<file path="src/rtl/scu_dsp_dma_ctrl.sv">
// ---------------------------------------------------------------------------
// scu_dsp_dma_ctrl
//   Sequences the SCU DSP D0-bus DMA channel onto the SCU external bus.
//   Owns the RA0 (read) and WA0 (write) word-address registers and services
//   one DSP word request at a time with a single external bus cycle.
//
// Optional feature macro: SCU_DSP_DMA_TIMEOUT_EN
//   When defined, a WAIT-state watchdog aborts a bus cycle that is not
//   acknowledged within TIMEOUT_CYC clocks, raises the sticky ERR flag and
//   finishes the transfer with DMA_END (no DMA_ACK).
//
// Ports
//   CLK, RST_N          clock, asynchronous active-low reset
//   CE_R, CE_F          DSP phase enables (DMA_ACK / DMA_END handshake)
//   DSO, RA0W, WA0W     address register load path
//   ADD_SEL             per-word address step select (0,1,2,4..64 words)
//   DMA_REQ/WE/RUN/LAST DSP word request and its attributes
//   DMA_DO, DMA_DI      DSP write data / read data
//   DMA_ACK, DMA_END    word done / transfer done
//   BUS_REQ/A/WE/DO     external bus cycle request, address, dir, wdata
//   BUS_DI, BUS_ACK     external read data and cycle-done strobe
//   BUSY, ERR           not idle / sticky timeout error
// ---------------------------------------------------------------------------
module scu_dsp_dma_ctrl #(
  parameter int AW          = 27,
  parameter int TIMEOUT_CYC = 255
) (
  input  logic          CLK,
  input  logic          RST_N,
  input  logic          CE_R,
  input  logic          CE_F,
  input  logic [31:0]   DSO,
  input  logic          RA0W,
  input  logic          WA0W,
  input  logic [2:0]    ADD_SEL,
  input  logic          DMA_REQ,
  input  logic          DMA_WE,
  input  logic          DMA_RUN,
  input  logic          DMA_LAST,
  input  logic [31:0]   DMA_DO,
  output logic [31:0]   DMA_DI,
  output logic          DMA_ACK,
  output logic          DMA_END,
  output logic          BUS_REQ,
  output logic [AW-1:0] BUS_A,
  output logic          BUS_WE,
  output logic [31:0]   BUS_DO,
  input  logic [31:0]   BUS_DI,
  input  logic          BUS_ACK,
  output logic          BUSY,
  output logic          ERR
);

  localparam int WW = AW - 2;

  typedef enum logic [2:0] {
    S_IDLE,
    S_REQ,
    S_WAIT,
    S_ACK,
    S_END
  } state_t;

  state_t state, state_nxt;

  logic [WW-1:0] ra0, wa0;
  logic [WW-1:0] step_sel, step_r;
  logic          we_r, last_r;
  logic          start, bus_done, tmo;

  // Word-step decode: 0 stays put, n>0 steps 2^(n-1) words.
  always_comb begin
    step_sel = '0;
    case (ADD_SEL)
      3'd0:    step_sel = '0;
      default: step_sel = WW'(1) << (ADD_SEL - 3'd1);
    endcase
  end

  assign start    = (state == S_IDLE) && DMA_REQ && DMA_RUN && !DMA_ACK;
  assign bus_done = (state == S_WAIT) && BUS_ACK;

`ifdef SCU_DSP_DMA_TIMEOUT_EN
  localparam int CW = $clog2(TIMEOUT_CYC + 1);
  logic [CW-1:0] tmo_cnt;
  logic          err_r;

  // Counter is cleared on the REQ->WAIT step, so WAIT lasts TIMEOUT_CYC clocks.
  always_ff @(posedge CLK or negedge RST_N) begin
    if (!RST_N) begin
      tmo_cnt <= '0;
      err_r   <= 1'b0;
    end else begin
      if (state == S_REQ)       tmo_cnt <= '0;
      else if (state == S_WAIT) tmo_cnt <= tmo_cnt + 1'b1;
      if (tmo)                  err_r   <= 1'b1;
    end
  end

  assign tmo = (state == S_WAIT) && !BUS_ACK && (tmo_cnt == CW'(TIMEOUT_CYC - 1));
  assign ERR = err_r;

  logic unused;
  assign unused = ^DSO[31:WW];
`else
  assign tmo = 1'b0;
  assign ERR = 1'b0;

  logic unused;
  assign unused = ^{DSO[31:WW], TIMEOUT_CYC};
`endif

  // State register
  always_ff @(posedge CLK or negedge RST_N) begin
    if (!RST_N) state <= S_IDLE;
    else        state <= state_nxt;
  end

  // Next-state logic
  always_comb begin
    state_nxt = state;
    case (state)
      S_IDLE: if (start) state_nxt = S_REQ;
      S_REQ:  state_nxt = S_WAIT;
      S_WAIT: begin
        if (BUS_ACK)  state_nxt = S_ACK;
        else if (tmo) state_nxt = S_END;
      end
      S_ACK:  if (CE_R) state_nxt = last_r ? S_END : S_IDLE;
      S_END:  if (CE_F) state_nxt = S_IDLE;
      default: state_nxt = S_IDLE;
    endcase
  end

  // Output decode
  always_comb begin
    BUSY    = (state != S_IDLE);
    BUS_REQ = (state == S_REQ) || (state == S_WAIT);
    DMA_ACK = (state == S_ACK);
    DMA_END = (state == S_END);
  end

  // Datapath: the cycle's address is captured at IDLE exit, so a later
  // RA0W/WA0W load only affects the next cycle. A load beats the increment.
  always_ff @(posedge CLK or negedge RST_N) begin
    if (!RST_N) begin
      ra0    <= '0;
      wa0    <= '0;
      step_r <= '0;
      we_r   <= 1'b0;
      last_r <= 1'b0;
      BUS_A  <= '0;
      BUS_DO <= '0;
      DMA_DI <= '0;
    end else begin
      if (start) begin
        we_r   <= DMA_WE;
        last_r <= DMA_LAST;
        step_r <= step_sel;
        BUS_DO <= DMA_DO;
        BUS_A  <= {(DMA_WE ? wa0 : ra0), 2'b00};
      end

      if (bus_done && !we_r) DMA_DI <= BUS_DI;

      if (RA0W)                   ra0 <= DSO[WW-1:0];
      else if (bus_done && !we_r) ra0 <= ra0 + step_r;

      if (WA0W)                   wa0 <= DSO[WW-1:0];
      else if (bus_done && we_r)  wa0 <= wa0 + step_r;
    end
  end

  assign BUS_WE = we_r;

endmodule

</file>
<file path="config.mk">
export PLATFORM = sky130hd
export DESIGN_NAME = scu_dsp_dma_ctrl
export DESIGN_NICKNAME = d
export VERILOG_FILES = /design/src/rtl/scu_dsp_dma_ctrl.sv
export SDC_FILE = /design/constraint.sdc
export NUM_CORES = 1
export LEC_CHECK = 0
export ABC_AREA = 0
export BUFFER_PORTS_ARGS = -buffer_cell sky130_fd_sc_hd__buf_2
export CAP_MARGIN = 10
export CORE_ASPECT_RATIO = 0.8
export CORE_MARGIN = 4
export CORE_UTILIZATION = 45
export CTS_BUF_LIST = sky130_fd_sc_hd__clkbuf_8
export DETAILED_ROUTE_END_ITERATION = 7
export GPL_TIMING_DRIVEN = 0
export PLACE_DENSITY_LB_ADDON = 0.15
export SYNTH_ARGS = -nofsm -noshare
export SYNTH_HDL_FRONTEND = slang
export SYNTH_SLANG_ARGS = --single-unit
</file>
<file path="constraint.sdc">
create_clock -name CLK -period 2.91 [get_ports CLK]
set_input_delay 0.291 -clock CLK [delete_from_list [all_inputs] [get_ports CLK]]
set_output_delay 0.291 -clock CLK [all_outputs]
set_load 0.1 [all_outputs]
</file>
==> metrics list <==
- Endpoint of the worst-slack reg-to-reg timing path: ra0[12]
* Min cycle time layout: 2.75 ns
- In the final design database the tool counted 1230 nets.
- Of the available clock period, the critical path in the final layout requires 0.946.
- Worst-path fanout max: 8
- In the global route stage, overall resource usage came out at 0.237.
- From synthesis to final layout, the design area changed by 29.2%.
* CTS tree: done
- The clock arrives with 0.0154 ns of skew.
* Clock transition time at the flip-flop clock pins of the worst setup and hold paths: 0.09 ns
- The path class of the tightest hold or removal check is in2reg.
* Ordered cell list for the critical path: ha_1 -> a2111oi_4 -> o21ai_1 -> nand4_1 -> xor2_1 -> o21ai_0
* Vertical extent of the die: 124 um
- Post-synth ARST share: 1.00
* Core Box Area: 16600 um2
- In this run the number of H-tree levels came out at 4.
* Vias after detailed routing: 6947
* Setup repair after global routing missed its margin: no
- Final routed wire length divided by cell count: 17.0 um
* Peak Freq: 363 MHz
- Total stage count of the critical path: 6
- The final-report max-slew violation count is 0.
* Top delay family on crit path: compound AO/OA/AOI/OAI gates
- During synthesis, Yosys emitted a total of 0 warnings.
* Number of antenna violations at the first check in global routing: 1
* Drt via density: 5.21
- For the worst setup path, the data required time is 3.24 ns.
- TritonCTS created 17 clock buffers.
- For this configuration, the core starts out at a cell density of 0.460.
- Prior to clock tree synthesis, the placed netlist has a worst setup slack of 0.0803 ns.
* Fraction of the yosys area taken by sequential cells: 0.499
* Number of primary I/O pins: 207
- The first global-routing pass estimated 36300 um of wire.
- Result of the run: complete, no violations
- Summed area of non-filler cells in the final layout: 9840 um2
* Setup slack after layout: 0.157 ns
- Count of TritonRoute iterations in the first routing pass: 7
* Number of synthesized flops with an enable pin: 0
* Filler cells: 1493
- The via count of the first global-routing pass is 6870.
* R2R setup slack: 0.16 ns
- Post-synthesis cell type with the largest combined area: sky130_fd_sc_hd__dfrtp_1
* Placed standard-cell area: 8920 um2
- Number of instances in the synthesized netlist: 834
* Count of standard-cell rows: 42
- At the end of routability-driven placement, the weighted congestion stood at 0.872.
* Most used standard cell by instance count after synthesis: sky130_fd_sc_hd__nand2_1
- The startpoint identified for the worst register-to-register timing path is step_r[7].
* Crit start category: flop
* Max-capacitance violation count: 0
- Final HPWL DP: 16100 um
* Per-instance average area after synthesis: 9.14 um2
* DRC Markers: 0
- The clock drives 152 sinks.
- The hold violation count in the final report was 0.
- Largest stage delay on the critical path: 0.73 ns
- In this run the worst setup path terminates at ra0[12].
* Hold Crit Start: BUS_DI[30]
* Detail Route Antenna Nets: 0
- Number of buffers added on ports: 195
- Most instantiated flip-flop cell in the synthesis netlist: sky130_fd_sc_hd__dfrtp_1
* Cell area after technology mapping: 7620 um2
- In the synthesized netlist, the cells that appear most often are 281 x sky130_fd_sc_hd__nand2_1, 152 x sky130_fd_sc_hd__dfrtp_1, 67 x sky130_fd_sc_hd__o21ai_0.
- Setup violations remaining at the end of the flow were counted as 0.
- Clock latency reported for the late side of the worst-skew pair: 0.47 ns
- The die covers 19100 um2.
- Start-to-end type of the worst setup path: reg2reg
* Total length of routed wires: 22700 um
- Clock root buffer: sky130_fd_sc_hd__clkbuf_8
- Entering global routing, the biggest net connects 119 pins.
- Clock Path Buffers: 2
- Share of post-route cells with drive strength above 1: 0.226
- The first routing iteration left 466 violations.
- Slowest library cell on the worst path: sky130_fd_sc_hd__a2111oi_4
* Dominant cells by area after synthesis: sky130_fd_sc_hd__dfrtp_1 50%, sky130_fd_sc_hd__nand2_1 14%, sky130_fd_sc_hd__o21ai_0 4.4%
* Horizontal die dimension: 153 um
- Count of state elements after synthesis: 152
- Critical path origin: step_r[7]
* Total congestion overflow after global routing: 0
- Counting cells, the worst reg-to-reg path comes to 6.
- The number of different library cells used by synthesis comes to 61.
- Of the post-synthesis cell area, the dominant cell type holds 0.499.
- For the pin with the worst max-slew slack, the measured transition is 0.894 ns.
- STA classifies the critical path endpoint as a flop.
* Worst rel slew slack: 0.404
* CP arrival: 3.08 ns
* Total inserted antenna cells: 0
* WP buf/inv: 0
cells by family after synthesis:
group,after synthesis,share of synthesized area
buf+inv,60,0.0325
simple gates,376,0.215
fa+ha+maj,20,0.0348
other cells,1,0.000492
flops,152,0.499
xor+xnor,32,0.0368
compound gates,158,0.134
mux,35,0.0466
final cells by class:
class                           count  area (um2)  area share
Sequential cell                   152        3800       0.386
Multi-Input combinational cell    624        3590       0.365
Timing Repair Buffer              245        1500       0.153
Tap cell                          220         275      0.0280
Clock buffer                       19         262      0.0266
Buffer                             47         199      0.0202
Clock inverter                     13         160      0.0163
Inverter                           13        48.8     0.00496
registers in the layout, summed over array words and instances, names as in the netlist:
name    flops
ra0        25
last_r      1
state       3
step_r      8
BUS_WE      1
DMA_DI     32
BUS_A      25
wa0        25
BUS_DO     32
worst register-to-register path: stages, from the launching register on:
cell and delay, ns:
sky130_fd_sc_hd__dfrtp_1 0.45, sky130_fd_sc_hd__ha_1 0.39, sky130_fd_sc_hd__a2111oi_4 0.73, sky130_fd_sc_hd__o21ai_1 0.51, sky130_fd_sc_hd__nand4_1 0.27, sky130_fd_sc_hd__xor2_1 0.17, sky130_fd_sc_hd__o21ai_0 0.10
cell usage in the layout, fill, tap and decap left out, drive strengths merged, types with 3 or more instances in the layout:
cell type,count
o21bai,3
dlygate4sd3,49
a21o,7
o211ai,6
a2111oi,6
o31ai,3
nand4,10
o21ai,71
or3,6
mux2i,31
or4,3
a211oi,5
ha,18
and3,11
o41ai,4
xnor2,15
clkbuf,53
buf,209
o21a,5
and4,7
xor2,17
clkinv,4
o2111ai,6
a21oi,20
inv,19
nand2,281
a31oi,10
nor2,22
nor3,8
mux2,4
conb,3
nand3,14
dfrtp,152
how the worst min path moves through the flow:
stage,endpoint,slack [ns],cells after the start
3_3_place_gp,BUS_DO[25],0.45,2
3_5_place_dp,wa0[21],0.18,1
5_1_grt,DMA_DI[30],0.007,3
6_report,DMA_DI[30],0.01,3
4_1_cts,BUS_DO[1],0.00002,3
2_1_floorplan,BUS_A[10],-0.005,0
through the flow:
stage               std cells  hold WS [ns]  setup TNS (ns)  utilization
floorplan                 836      -0.00459               0            -
global route             1333       0.00719               0        0.595
CTS                      1331     0.0000175               0        0.593
detailed placement       1252         0.177               0        0.539
global placement         1251         0.453         -129.45        0.537
finish                   1333        0.0150               0        0.595
timing repair:
| item | CTS | global route |
|---|---|---|
| gates resized for setup | 0 | 3 |
| setup buffers | 0 | 0 |
| endpoints found under the hold margin | 80 | 2 |
| hold buffers | 47 | 2 |
| endpoints found under the setup margin | 0 | 11 |
routing by layer:
| layer | global-route usage | vias up | routed length [um] | share of wire |
|---|---|---|---|---|
| met5 | 0 | - | 7 | 0.00031 |
| met4 | 0.0675 | 2 | 346 | 0.015 |
| met3 | 0.0639 | 33 | 1730 | 0.076 |
| met2 | 0.353 | 234 | 9910 | 0.44 |
| met1 | 0.342 | 3290 | 10700 | 0.47 |
| li1 | - | 3388 | - | - |
Power is not shown: default switching activity piles up to over one toggle a cycle in this logic, so the estimate is an artifact.
